`src/rtl/fm_pkg.sv`:
```
// fm_pkg: types and helpers shared by the FM frame mixer and its sample FIFO.
package fm_pkg;

  // Sequencer states: wait for the sample tick, walk every slot, finish the frame.
  typedef enum logic [1:0] {
    ST_IDLE,
    ST_START,
    ST_PROCESS,
    ST_NEXT
  } fm_state_e;

  // Default audio sample width and the stereo word layout carried by the FIFO.
  localparam int FM_SAMPLE_W = 16;

  typedef struct packed {
    logic signed [FM_SAMPLE_W-1:0] l;
    logic signed [FM_SAMPLE_W-1:0] r;
  } fm_stereo_t;

  // Largest value representable in a w-bit two's complement sample.
  function automatic longint fm_sat_max(input int w);
    return (longint'(1) << (w - 1)) - longint'(1);
  endfunction

  // Smallest value representable in a w-bit two's complement sample.
  function automatic longint fm_sat_min(input int w);
    return -(longint'(1) << (w - 1));
  endfunction

endpackage

```
`src/rtl/fm_sample_fifo.sv`:
```
// fm_sample_fifo: small synchronous FIFO with full/empty flags. A pop and a
// push in the same cycle are both accepted when full; a pop when empty is ignored.
module fm_sample_fifo #(
  parameter int WIDTH = 32,
  parameter int DEPTH = 4
) (
  input  logic             clk,
  input  logic             reset,
  input  logic             push,
  input  logic             pop,
  input  logic [WIDTH-1:0] wr_data,
  output logic [WIDTH-1:0] rd_data,
  output logic             full,
  output logic             empty
);

  localparam int PTR_W = $clog2(DEPTH);

  logic [WIDTH-1:0] mem [DEPTH];
  logic [PTR_W-1:0] wr_ptr;
  logic [PTR_W-1:0] rd_ptr;
  logic [PTR_W:0]   count;
  logic             do_push;
  logic             do_pop;

  assign full    = (count == (PTR_W + 1)'(DEPTH));
  assign empty   = (count == '0);
  assign do_pop  = pop && !empty;
  assign do_push = push && (!full || do_pop);

  // NOTE: the storage array has no reset; the read port is forced to zero while
  // empty, so nothing stale is ever visible and the array stays plain storage.
  // Write the incoming word at the write pointer.
  always_ff @(posedge clk) begin
    if (do_push) mem[wr_ptr] <= wr_data;
  end

  // NOTE: sequential state always uses non-blocking assignments so every flop
  // samples pre-edge values regardless of statement order.
  // Advance pointers and occupancy.
  always_ff @(posedge clk or posedge reset) begin
    if (reset) begin
      wr_ptr <= '0;
      rd_ptr <= '0;
      count  <= '0;
    end else begin
      if (do_push) wr_ptr <= wr_ptr + PTR_W'(1);
      if (do_pop)  rd_ptr <= rd_ptr + PTR_W'(1);
      case ({do_push, do_pop})
        2'b10:   count <= count + (PTR_W + 1)'(1);
        2'b01:   count <= count - (PTR_W + 1)'(1);
        default: count <= count;
      endcase
    end
  end

  assign rd_data = empty ? '0 : mem[rd_ptr];

endmodule

```
`src/rtl/fm_frame_mixer.sv`:
```
// fm_frame_mixer: walks all operator slots once per sample tick, pans and
// accumulates each slot result, saturates the frame and queues it for output.
// Optional peak meters are built when FM_FRAME_MIXER_PEAK_EN is defined.
module fm_frame_mixer
  import fm_pkg::*;
#(
  parameter int NUM_OPS    = 64,
  parameter int SAMPLE_DIV = 506,
  parameter int RES_W      = 13,
  parameter int ACC_W      = 19,
  parameter int OUT_W      = 16,
  parameter int FIFO_DEPTH = 4
) (
  input  logic                       clk,
  input  logic                       reset,
  output logic [$clog2(NUM_OPS)-1:0] op_sel,
  output logic                       op_next,
  output logic                       op_reset,
  input  logic                       op_valid,
  input  logic signed [RES_W-1:0]    op_result,
  input  logic                       do_sum,
  input  logic [7:0]                 pan_l,
  input  logic [7:0]                 pan_r,
  input  logic                       cfg_wren,
  output logic                       cfg_wait,
  output logic signed [OUT_W-1:0]    sample_l,
  output logic signed [OUT_W-1:0]    sample_r,
  output logic                       sample_valid,
  input  logic                       sample_ready,
  output logic                       overrun,
  output logic [7:0]                 drop_cnt,
  input  logic                       stat_clr,
  output logic [OUT_W-2:0]           peak_l,
  output logic [OUT_W-2:0]           peak_r,
  input  logic                       peak_clr
);

  localparam int SEL_W  = $clog2(NUM_OPS);
  localparam int DIV_W  = $clog2(SAMPLE_DIV);
  localparam int PROD_W = RES_W + 9;
  localparam logic signed [ACC_W-1:0] ACC_MAX = ACC_W'(fm_sat_max(OUT_W));
  localparam logic signed [ACC_W-1:0] ACC_MIN = ACC_W'(fm_sat_min(OUT_W));

  // Same {l, r} layout as fm_stereo_t, sized by OUT_W.
  typedef struct packed {
    logic signed [OUT_W-1:0] l;
    logic signed [OUT_W-1:0] r;
  } frame_t;

  fm_state_e               state;
  logic [DIV_W-1:0]        div_cnt;
  logic                    tick;
  logic signed [ACC_W-1:0] acc_l, acc_r;
  logic signed [PROD_W-1:0] prod_l, prod_r;
  logic signed [ACC_W-1:0] panned_l, panned_r;
  logic                    last_slot;
  logic                    frame_push;
  frame_t                  push_word, head_word;
  logic                    fifo_full, fifo_empty;
  logic                    drop;

  // Pan gain is unsigned 0..255; the floor shift keeps negative results rounding down.
  assign prod_l   = PROD_W'(op_result) * PROD_W'($signed({1'b0, pan_l}));
  assign prod_r   = PROD_W'(op_result) * PROD_W'($signed({1'b0, pan_r}));
  assign panned_l = ACC_W'(prod_l >>> 8);
  assign panned_r = ACC_W'(prod_r >>> 8);

  assign last_slot  = (op_sel == SEL_W'(NUM_OPS - 1));
  assign frame_push = (state == ST_NEXT) && last_slot;
  assign cfg_wait   = cfg_wren && (state != ST_IDLE);

  // NOTE: every combinational output gets a default first so no path leaves it
  // unassigned and a latch cannot be inferred.
  // Clamp each frame sum into the output sample range.
  always_comb begin
    push_word.l = OUT_W'(acc_l);
    push_word.r = OUT_W'(acc_r);
    if (acc_l > ACC_MAX) push_word.l = OUT_W'(ACC_MAX);
    else if (acc_l < ACC_MIN) push_word.l = OUT_W'(ACC_MIN);
    if (acc_r > ACC_MAX) push_word.r = OUT_W'(ACC_MAX);
    else if (acc_r < ACC_MIN) push_word.r = OUT_W'(ACC_MIN);
  end

  // Free-running sample divider; the tick lands one cycle after the wrap.
  always_ff @(posedge clk or posedge reset) begin
    if (reset) begin
      div_cnt <= '0;
      tick    <= 1'b0;
    end else begin
      tick    <= (div_cnt == DIV_W'(SAMPLE_DIV - 1));
      div_cnt <= (div_cnt == DIV_W'(SAMPLE_DIV - 1)) ? '0 : div_cnt + DIV_W'(1);
    end
  end

  // Slot sequencer with the frame accumulators.
  always_ff @(posedge clk or posedge reset) begin
    if (reset) begin
      state    <= ST_IDLE;
      op_sel   <= '0;
      op_next  <= 1'b0;
      op_reset <= 1'b1;
      acc_l    <= '0;
      acc_r    <= '0;
    end else begin
      op_next <= 1'b0;
      case (state)
        ST_IDLE: if (tick) state <= ST_START;
        ST_START: begin
          op_sel <= '0;
          state  <= ST_PROCESS;
        end
        ST_PROCESS: if (op_valid) begin
          if (!op_reset && do_sum) begin
            acc_l <= acc_l + panned_l;
            acc_r <= acc_r + panned_r;
          end
          op_next <= 1'b1;
          state   <= ST_NEXT;
        end
        ST_NEXT: begin
          if (last_slot) begin
            acc_l    <= '0;
            acc_r    <= '0;
            op_reset <= 1'b0;
            state    <= ST_IDLE;
          end else begin
            op_sel <= op_sel + SEL_W'(1);
            state  <= ST_PROCESS;
          end
        end
        default: state <= ST_IDLE;
      endcase
    end
  end

  fm_sample_fifo #(
    .WIDTH (2 * OUT_W),
    .DEPTH (FIFO_DEPTH)
  ) u_fifo (
    .clk     (clk),
    .reset   (reset),
    .push    (frame_push),
    .pop     (sample_ready),
    .wr_data (push_word),
    .rd_data (head_word),
    .full    (fifo_full),
    .empty   (fifo_empty)
  );

  assign sample_valid = !fifo_empty;
  assign sample_l     = head_word.l;
  assign sample_r     = head_word.r;
  assign drop         = frame_push && fifo_full && !(sample_valid && sample_ready);

  // Sticky status; a clear beats a set landing in the same cycle.
  always_ff @(posedge clk or posedge reset) begin
    if (reset) begin
      overrun  <= 1'b0;
      drop_cnt <= '0;
    end else if (stat_clr) begin
      overrun  <= 1'b0;
      drop_cnt <= '0;
    end else begin
      if (tick && state != ST_IDLE) overrun <= 1'b1;
      if (drop && drop_cnt != 8'hFF) drop_cnt <= drop_cnt + 8'd1;
    end
  end

`ifdef FM_FRAME_MIXER_PEAK_EN
  logic [OUT_W-1:0] abs_l, abs_r;
  logic [OUT_W-2:0] mag_l, mag_r;

  // Only the most negative sample has a magnitude past the top bit; clamp it.
  assign abs_l = push_word.l[OUT_W-1] ? $unsigned(-push_word.l) : $unsigned(push_word.l);
  assign abs_r = push_word.r[OUT_W-1] ? $unsigned(-push_word.r) : $unsigned(push_word.r);
  assign mag_l = abs_l[OUT_W-1] ? '1 : abs_l[OUT_W-2:0];
  assign mag_r = abs_r[OUT_W-1] ? '1 : abs_r[OUT_W-2:0];

  // Track the largest magnitude; a clear alongside a push restarts from that push.
  always_ff @(posedge clk or posedge reset) begin
    if (reset) begin
      peak_l <= '0;
      peak_r <= '0;
    end else if (frame_push) begin
      if (peak_clr || mag_l > peak_l) peak_l <= mag_l;
      if (peak_clr || mag_r > peak_r) peak_r <= mag_r;
    end else if (peak_clr) begin
      peak_l <= '0;
      peak_r <= '0;
    end
  end
`else
  logic unused_peak_clr;

  assign unused_peak_clr = peak_clr;
  assign peak_l          = '0;
  assign peak_r          = '0;
`endif

endmodule
```
`config.mk`:
```
export PLATFORM = sky130hd
export DESIGN_NAME = fm_frame_mixer
export DESIGN_NICKNAME = d
export VERILOG_FILES = /design/src/rtl/fm_pkg.sv /design/src/rtl/fm_sample_fifo.sv /design/src/rtl/fm_frame_mixer.sv
export SDC_FILE = /design/constraint.sdc
export NUM_CORES = 1
export LEC_CHECK = 0
export ABC_AREA = 1
export CORE_MARGIN = 2
export CORE_UTILIZATION = 55
export DETAILED_ROUTE_END_ITERATION = 6
export GPL_TIMING_DRIVEN = 0
export PLACE_DENSITY = 0.75
export SETUP_SLACK_MARGIN = 0.3
export SLEW_MARGIN = 20
export SYNTH_ARGS = -nofsm -noshare
export SYNTH_HDL_FRONTEND = slang
export SYNTH_HIERARCHICAL = 1
export SYNTH_SLANG_ARGS = --single-unit
export TNS_END_PERCENT = 10
```
`constraint.sdc`:
```
create_clock -name clk -period 4.1 [get_ports clk]
set_input_delay 0.82 -clock clk [delete_from_list [all_inputs] [get_ports clk]]
set_output_delay 0.82 -clock clk [all_outputs]
set_load 0.1 [all_outputs]
```
==> summary by stage, run 1 <==
Setup path
The setup path with the least slack is of type primary input to register. The slowest stage cell on the critical path is fa_2. The cell that appears most often on the critical path is nand2_4.

The worst path arrival time is just under 6 ns. The maximum fanout count along the critical path is 7. The endpoint type of the worst setup path is a register. The longest individual stage delay on the worst path is 0.64 ns. The startpoint kind of the worst setup timing path is a primary input.

Data on the critical path is required at its endpoint by 4.48 ns.

Detailed routing
The pre-antenna-repair detailed-routing pass consisted of 6 iterations. Using the TritonRoute via totals, the vias-per-cell ratio works out to between 5 and 6. The number of routed nets with antenna violations is 0. The average wire per standard cell is about 16 um. The routed layout has 16,700 vias. The detailed router finished its first iteration with between 900 and 1,000 violations. The wire length reported by the detailed router is 50.4 mm. The final routed DRC violation total is 0.

Clock network
The H-tree depth reported by CTS is 1. In this run the clock root is driven by a clkbuf_16. TritonCTS built the clock tree. The count of clock tree sinks is ~200.

Buffers inserted to repair hold after CTS numbered 0. Clock latency on the worst-skew pair, taken at its later pin, is about 0.49 ns. The number of buffers created by CTS is 21. The clock passes through at most 3 buffers. The clock transition at the register clock pins on the worst setup and hold paths after CTS is 0.06 ns.

Global routing
The global-route wire length before repair is 80.5 mm. In the global route stage, overall resource usage came out at between 20 and 30%. The leftover overflow at the end of global routing is 0. Entering global routing, the biggest net connects 43 pins. The number of global-route vias before repair is between 15,000 and 20,000. The number of antenna violations at the first check in global routing is 0.

Job
The tool flagged a number of max-cap violations equal to 0.

Yosys
The post-synthesis async set-or-reset flop share is between 30% and 40%. Counting flops with a built-in enable in the synthesized netlist gives around 130. In this run, distinct cell masters in the synthesized netlist total 47.

The register bit total from synthesis is around 200. The mean instance size in the synthesized netlist is 7.75 um2. Sequential elements use between 20 and 30% of the synthesized area. The top flip-flop cell by instance count after synthesis is edfxtp_1.

The Yosys step of the flow raised 6 warnings. In this run the cell area of the synthesized design comes to slightly below 20,000 um2. Synthesis produced around 2,500 cells.

Floorplan
The effective utilization at floorplan is between 50% and 60%. The die span in x is 191 um. The placeable core area is roughly 35,000 um2. The overall die area is about 37,000 um2.

During I/O placement, the number of pins put on the boundary was ~120. The number of rows created at floorplan is 68. The die is between 150 and 200 um tall.

STA
The max-slew violation count is 0. The total of endpoints with negative setup slack in the final report is 38. The number of hold violations in the final report is 0. The setup TNS after final layout is -42.99 ns. The share of the cycle needed by the critical path after routing is 136%.

Clock skew on the completed layout was measured at 0.0134 ns. Setup repair after global routing could not meet its margin everywhere. The transition time at the pin with the least slew margin is between 0.9 and 1 ns. The time the final worst path needs with I/O delays and setup is ~5.6 ns. The setup slack after layout is -1.49 ns. Derived from the worst setup path, the maximum achievable clock frequency is between 150 and 200 MHz.

The max-slew headroom at the worst pin is 34.6%.

Place
Before CTS, the worst setup slack after placement is -2.85 ns. At the end of routability-driven placement, the weighted congestion stood at about 0.93. The detailed placer's ending HPWL is between 30 and 40 mm. Buffers placed on the I/O ports in this run total 75.

Finish
Compared with the post-synthesis result, the final layout area differs by 28.2%. At the end of the flow, the number of nets in the layout was 3,063. The fraction of final layout cells sized beyond drive strength 1 is a little under a quarter. The number of antenna diodes in the final layout is 0. The post-layout utilization of the core is 71.6%.

Run status
The final reports fail on negative setup slack. The flow ran to the end, but the final reports show violations.

Min path
In this run the worst hold path is classified as register to register.
==> metrics by stage <==
step / cells / cell area (um2) / hold WS [ns]
after floorplan: 2518 / 20400 / 0.453
after global placement: 3048 / 21700 / 0.458
after detailed placement: 3053 / 21800 / 0.468
after CTS: 3165 / 24000 / 0.477
after global routing: 3197 / 24700 / 0.484
final: 3197 / 24700 / 0.475
==> cell usage after synthesis, types with 3 or more instances <==
cell type / n / share of area [%]
nor2_4: 3 / 0.18
fa_1: 169 / 18
nand3_2: 4 / 0.21
buf_2: 18 / 0.47
dfrtp_1: 73 / 9.5
edfxtp_1: 128 / 20
a21oi_1: 144 / 3.7
clkbuf_1: 47 / 0.91
ha_1: 129 / 8.4
o31ai_1: 7 / 0.27
clkinv_1: 13 / 0.25
clkinv_2: 3 / 0.078
o21ai_1: 17 / 0.44
nor4_1: 6 / 0.19
a31oi_1: 6 / 0.19
a21o_1: 9 / 0.35
nor2_2: 3 / 0.097
nand2_1: 676 / 13
buf_4: 31 / 1.2
nand4_1: 16 / 0.52
inv_1: 570 / 11
o22ai_1: 10 / 0.32
nor3_1: 15 / 0.39
o21ai_0: 57 / 1.5
o21bai_1: 7 / 0.27
nor2_1: 85 / 1.7
buf_1: 3 / 0.058
buf_6: 6 / 0.35
inv_2: 42 / 0.82
xor2_1: 20 / 0.91
xnor2_1: 11 / 0.50
nand2_2: 11 / 0.36
or2_2: 3 / 0.097
nand3_1: 134 / 3.5
==> path summary, 6_finish.rpt <==
check	start	endpoint	slack (ns)	cells past startpoint
max	op_result[12]	acc_l[17]$_DFFE_PP0P_	-1.49	29
min	op_reset$_DFFE_PP1P_	op_reset$_DFFE_PP1P_	0.47	2
max reg2reg	op_sel[0]$_DFFE_PP0P_	u_fifo/count[1]$_DFFE_PP0P_	1.53	10
min reg2reg	op_reset$_DFFE_PP1P_	op_reset$_DFFE_PP1P_	0.47	2
max in group asynchronous	reset	op_reset$_DFFE_PP1P_	2.81	3
min in group asynchronous	reset	u_fifo/wr_ptr[1]$_DFFE_PP0P_	0.68	2
==> state kept, by name, summed over array words and instances (netlist names) <==
signal and cells:
acc_l 19, acc_r 19, div_cnt 9, drop_cnt 8, op_next 1, op_reset 1
op_sel 6, overrun 1, state 2, tick 1, u_fifo/count 3, u_fifo/mem 128
u_fifo/rd_ptr 2, u_fifo/wr_ptr 2
==> cell families (layout without fill, tap and decap cells) <==
family | Yosys count | after routing | share of synthesized area, %
other cells | 1 | 30 | 0.0194
xor+xnor | 31 | 31 | 1.41
flops | 202 | 202 | 29.5
buf+inv | 733 | 957 | 15.2
compound gates | 265 | 265 | 7.48
fa+ha+maj | 298 | 298 | 25.9
simple gates | 959 | 959 | 20.4
==> metal layers <==
layer | vias to the layer above | wire length (um) | GRT usage, %
met3 | 144 | 2780 | 2.40
li1 | 8012 | - | -
met2 | 602 | 25300 | 49.1
met4 | 0 | 1740 | 8.82
met5 | - | 0 | 0
met1 | 7904 | 20600 | 35.1
==> critical path, delay by kind of cell <==
| kind | cells | cell delay [ns] |
|---|---|---|
| AOI/OAI and AO/OA | 2 | 0.16 |
| adders and majority gates | 6 | 2.80 |
| buffers and inverters | 7 | 0.64 |
| and+or+nand+nor | 14 | 1.51 |
==> area by class of cell <==
| class | count | area, um2 |
|---|---|---|
| Clock buffer | 27 | 578 |
| Clock inverter | 10 | 126 |
| Multi-Input combinational cell | 1583 | 12400 |
| Fill cell | 2568 | 9810 |
| Timing Repair Buffer | 187 | 1770 |
| Buffer | 105 | 1200 |
| Tap cell | 455 | 569 |
| Inverter | 628 | 2370 |
| Sequential cell | 202 | 5700 |
==> cells in the final DEF, fill, tap and decap left out, types with 48 or more instances in the layout <==
master,Yosys,final
nand2_1,676,594
inv_1,570,530
fa_1,169,161
edfxtp_1,128,128
buf_4,31,125
nand3_1,134,124
a21oi_1,144,103
inv_2,42,77
ha_1,129,77
nand2_2,11,74
dfrtp_1,73,73
nor2_1,85,58
ha_4,0,48
==> repair_timing <==
item,4_1_cts,5_1_grt
setup endpoints to repair,39,52
buffers inserted,65,32
gates cloned,10,0
pin swaps,100,100
resized for setup,268,139
Power of run 1 is left out: the tool's default activity adds up to more than one toggle a clock period on the data nets, which glitch-free logic cannot reach.
==> run 2: changes to the inputs <==
--- a/config.mk
+++ b/config.mk
@@ -12,7 +12,6 @@
 export GPL_TIMING_DRIVEN = 0
 export PLACE_DENSITY = 0.75
 export SETUP_SLACK_MARGIN = 0.3
-export SLEW_MARGIN = 20
 export SYNTH_ARGS = -nofsm -noshare
 export SYNTH_HDL_FRONTEND = slang
 export SYNTH_HIERARCHICAL = 1
==> constraint.sdc (replaced) <==
create_clock -name clk -period 6 [get_ports clk]
set_input_delay 1.2 -clock clk [delete_from_list [all_inputs] [get_ports clk]]
set_output_delay 1.2 -clock clk [all_outputs]
set_load 0.1 [all_outputs]
==> run 2 against run 1 <==
Against the previous run:
- the run now ends clean
- hold slack got worse by 0.0020 ns
- via count fell by 1.4%
- non-clock buffer count rose by 2
- die area did not move
- critical path depth rose by 2
- cell area fell by 0.58%
- critical path type unchanged
- highest routed layer unchanged
- flip-flop and latch count did not move
- clock skew fell by 0.0015 ns
==> summary by stage, run 2 (synthesis results as in run 1) <==
Clock network
The tree is rooted in a clkbuf_16. The number of buffers created by CTS is 21 (unchanged). The maximum buffer depth of the clock tree came to 3 (unchanged). The insertion delay of the later-clocked pin in the worst-skew pair is 0.50 ns (about the same).

The clock transition at the register clock pins on the worst setup and hold paths after CTS is 0.06 ns (about the same). The count of clock tree sinks is 202 (unchanged). The H-tree depth reported by CTS is 1 (unchanged). TritonCTS built the clock tree.

Global routing
The number of antenna violations at the first check in global routing was 0 (unchanged). The number of global-route vias before repair came to 16,300 (-1.1%). The overall track demand over capacity in global routing came to 26.9% (-0.49 points). The global-route wire length before repair was 79.2 mm (-1.7%). The leftover overflow at the end of global routing is 0 (unchanged). The largest net degree at the start of global routing came to 68 (+58%).

Setup path
The number of cells on the worst reg-to-reg path is 10 (unchanged). The classification of the worst setup path is primary input to register. The worst path arrival time is 6.34 ns (+0.37 ns).

The worst setup path is launched from a primary input. The longest individual stage delay on the worst path is 0.58 ns (-0.06 ns). The setup slack of the worst register-to-register path came to 3.44 ns (+1.91 ns).

The buffers plus inverters on the worst setup path is 8 (+1). The maximum fanout count along the critical path was 4 (-3). The terminus of the critical flop-to-flop path is u_fifo/count[1]$_DFFE_PP0P_.

In this design, the critical path's most frequently occurring cell is nand2_1. The launch instance of the worst register-to-register path is op_sel[0]$_DFFE_PP0P_. STA classifies the critical path endpoint as a register.

The slowest stage cell on the critical path is fa_1. The critical path's top delay family is adder cells. The data required time of the worst path was 6.44 ns (+1.96 ns).

Place
The detailed placer's ending HPWL came to 36.0 mm (-1.1%). The count of input and output buffers is 75 (unchanged). The global placement routability congestion is 0.930 (unchanged). The number of cells in the design after placement came to 3,052 (-0.033%).

Finish
The fraction of final layout cells sized beyond drive strength 1 was 22.0% (-0.56 points). The register area was 5700 um2 (unchanged). The final standard cell count with taps included and fillers excluded was 3,199 (+0.063%). The area overhead of the layout relative to synthesis is 27.4%. The filler cell count is 2,563 (-0.19%). The flip-flop count of the largest register, all copies and words added is 128 (unchanged).

The post-layout utilization of the core was 71.2% (-0.41 points). The final antenna diode count is 0 (unchanged). Leaving out fill and tap cells, the most frequent cells in the layout are nand2_1, inv_1, fa_1. The final-stage net count is 3,065 (+0.065%). The multi-input combinational cell area was 12,300 um2 (-0.99%). The commonest non-fill, non-tap cell in the layout is nand2_1. The largest registers in the layout are u_fifo/mem (128), acc_l (19), acc_r (19).

More flip-flops sit in one register than any other, and that register is u_fifo/mem.

STA
After layout, the worst path uses 98.4% of the clock period. The total of endpoints with negative setup slack in the final report is 0 (-100%). The highest achievable clock rate is about 170 MHz.

The max-slew headroom at the worst pin is 34.2% (-0.48 points). The max-slew violation count was 0 (unchanged). The smallest hold slack is 0.473 ns (-0.00200 ns). Setup repair after global routing could not meet its margin everywhere. The transition time at the pin with the least slew margin was 0.984 ns (+0.00711 ns).

The worst setup skew after layout is 0.0119 ns (-0.00150 ns). The routed design could run at a clock period as short as ~6 ns. The number of hold violations in the final report is 0 (unchanged).

Detailed routing
The vias per cell came to 5.14 (-1.5%). The number of DRC markers after the initial detailed-route iteration is 1,107 (+15%). The via count of the routed design is 16,400 (-1.4%). The wire length reported by the detailed router is 49.5 mm (-1.8%). The length of the first detailed-routing pass in iterations is 5 (-1). The average wire per standard cell is 15.5 um (-1.9%). The final routed DRC violation total came to 0 (unchanged).

The number of routed nets with antenna violations is 0 (unchanged).

Min path
The startpoint identified for the worst hold timing path is op_reset$_DFFE_PP1P_. For hold timing, the worst endpoint is op_reset$_DFFE_PP1P_. The instance count along the most critical hold path is 2 (unchanged). The path class of the lowest-slack min-delay path is register to register.

Floorplan
The overall die area is 36,600 um2 (unchanged). The y dimension of the die is 191 um (unchanged). The effective utilization at floorplan was 55.9% (unchanged). The placeable core area came to 34,500 um2 (unchanged). The die span in x is 191 um (unchanged). The number of primary I/O pins is 118 (unchanged).

The number of rows created at floorplan is 68 (unchanged).

Run status
The flow ran to the end, and the final reports show no timing, DRC or antenna violations.

Job
The number of violations of the max-capacitance limit came to 0 (unchanged).
run 2: changes by cell type in the layout (fill, tap and decap cells not counted), moves of 4 or more:
cell,before,now
buf_8,6,11
clkbuf_8,19,14
buf_12,6,15
o21ai_1,30,23
clkdlybuf4s50_1,42,57
clkbuf_16,42,36
a21oi_1,103,111
dlymetal6s2s_1,14,0
a21oi_2,34,28
inv_1,530,534
o21ai_0,37,44
run 2: per-stage QoR:
step / instance area [um2] / setup TNS [ns] / setup WS [ns]
4_1_cts: 23700 / 0 / 0.143
5_1_grt: 24600 / -0.745 / -0.136
3_5_place_dp: 21800 / -35.24 / -1.34
2_1_floorplan: 20400 / 0 / 0.0496
3_3_place_gp: 21700 / -32.87 / -1.27
6_report: 24600 / 0 / 0.0981
run 2: timing repair:
item	4_1_cts	5_1_grt
gates resized for setup	214	145
hold buffers	0	0
pin swaps	94	104
buffers inserted	66	34
setup endpoints to repair	35	29
gates cloned	8	2
run 2: final cells by class:
cell class,count,share of cell area (%)
well taps,455,2.32
inverters,628,9.64
clock buffers,24,2.26
clock inverters,13,0.631
plain buffers,105,4.69
repair buffers,189,7.30
multi-input cells,1583,50.0
flip-flops and latches,202,23.2
run 2: worst max path at each step:
stage	cells past startpoint	slack (ns)	to	startpoint
5_1_grt	31	-0.14	acc_r[18]$_DFFE_PP0P_	pan_r[4]
2_1_floorplan	29	0.05	acc_l[18]$_DFFE_PP0P_	op_result[10]
6_report	31	0.1	acc_l[17]$_DFFE_PP0P_	pan_l[0]
4_1_cts	29	0.14	acc_l[18]$_DFFE_PP0P_	op_result[7]
3_3_place_gp	24	-1.27	acc_r[16]$_DFFE_PP0P_	pan_r[0]
3_5_place_dp	24	-1.34	acc_r[16]$_DFFE_PP0P_	pan_r[0]
run 2: per-layer routing:
metal | GRT usage, % | wire (um) | up-vias
met4 | 9.08 | 1920 | 0
met3 | 2.07 | 2670 | 125
met5 | 0 | 0 | -
li1 | - | - | 8021
met2 | 48.1 | 24300 | 556
met1 | 34.6 | 20600 | 7728
run 2: worst register-to-register path, cell delays in order, from the launching register on:
cell and delay, ns:
dfrtp_1 0.41, ha_1 0.21, nand3_1 0.11, nor2_1 0.12
nand2_1 0.11, nor2_4 0.19, nand2_1 0.31, ha_1 0.33
inv_1 0.10, fa_1 0.43, o21ai_1 0.16
Power of run 2 is left out for the same reason.
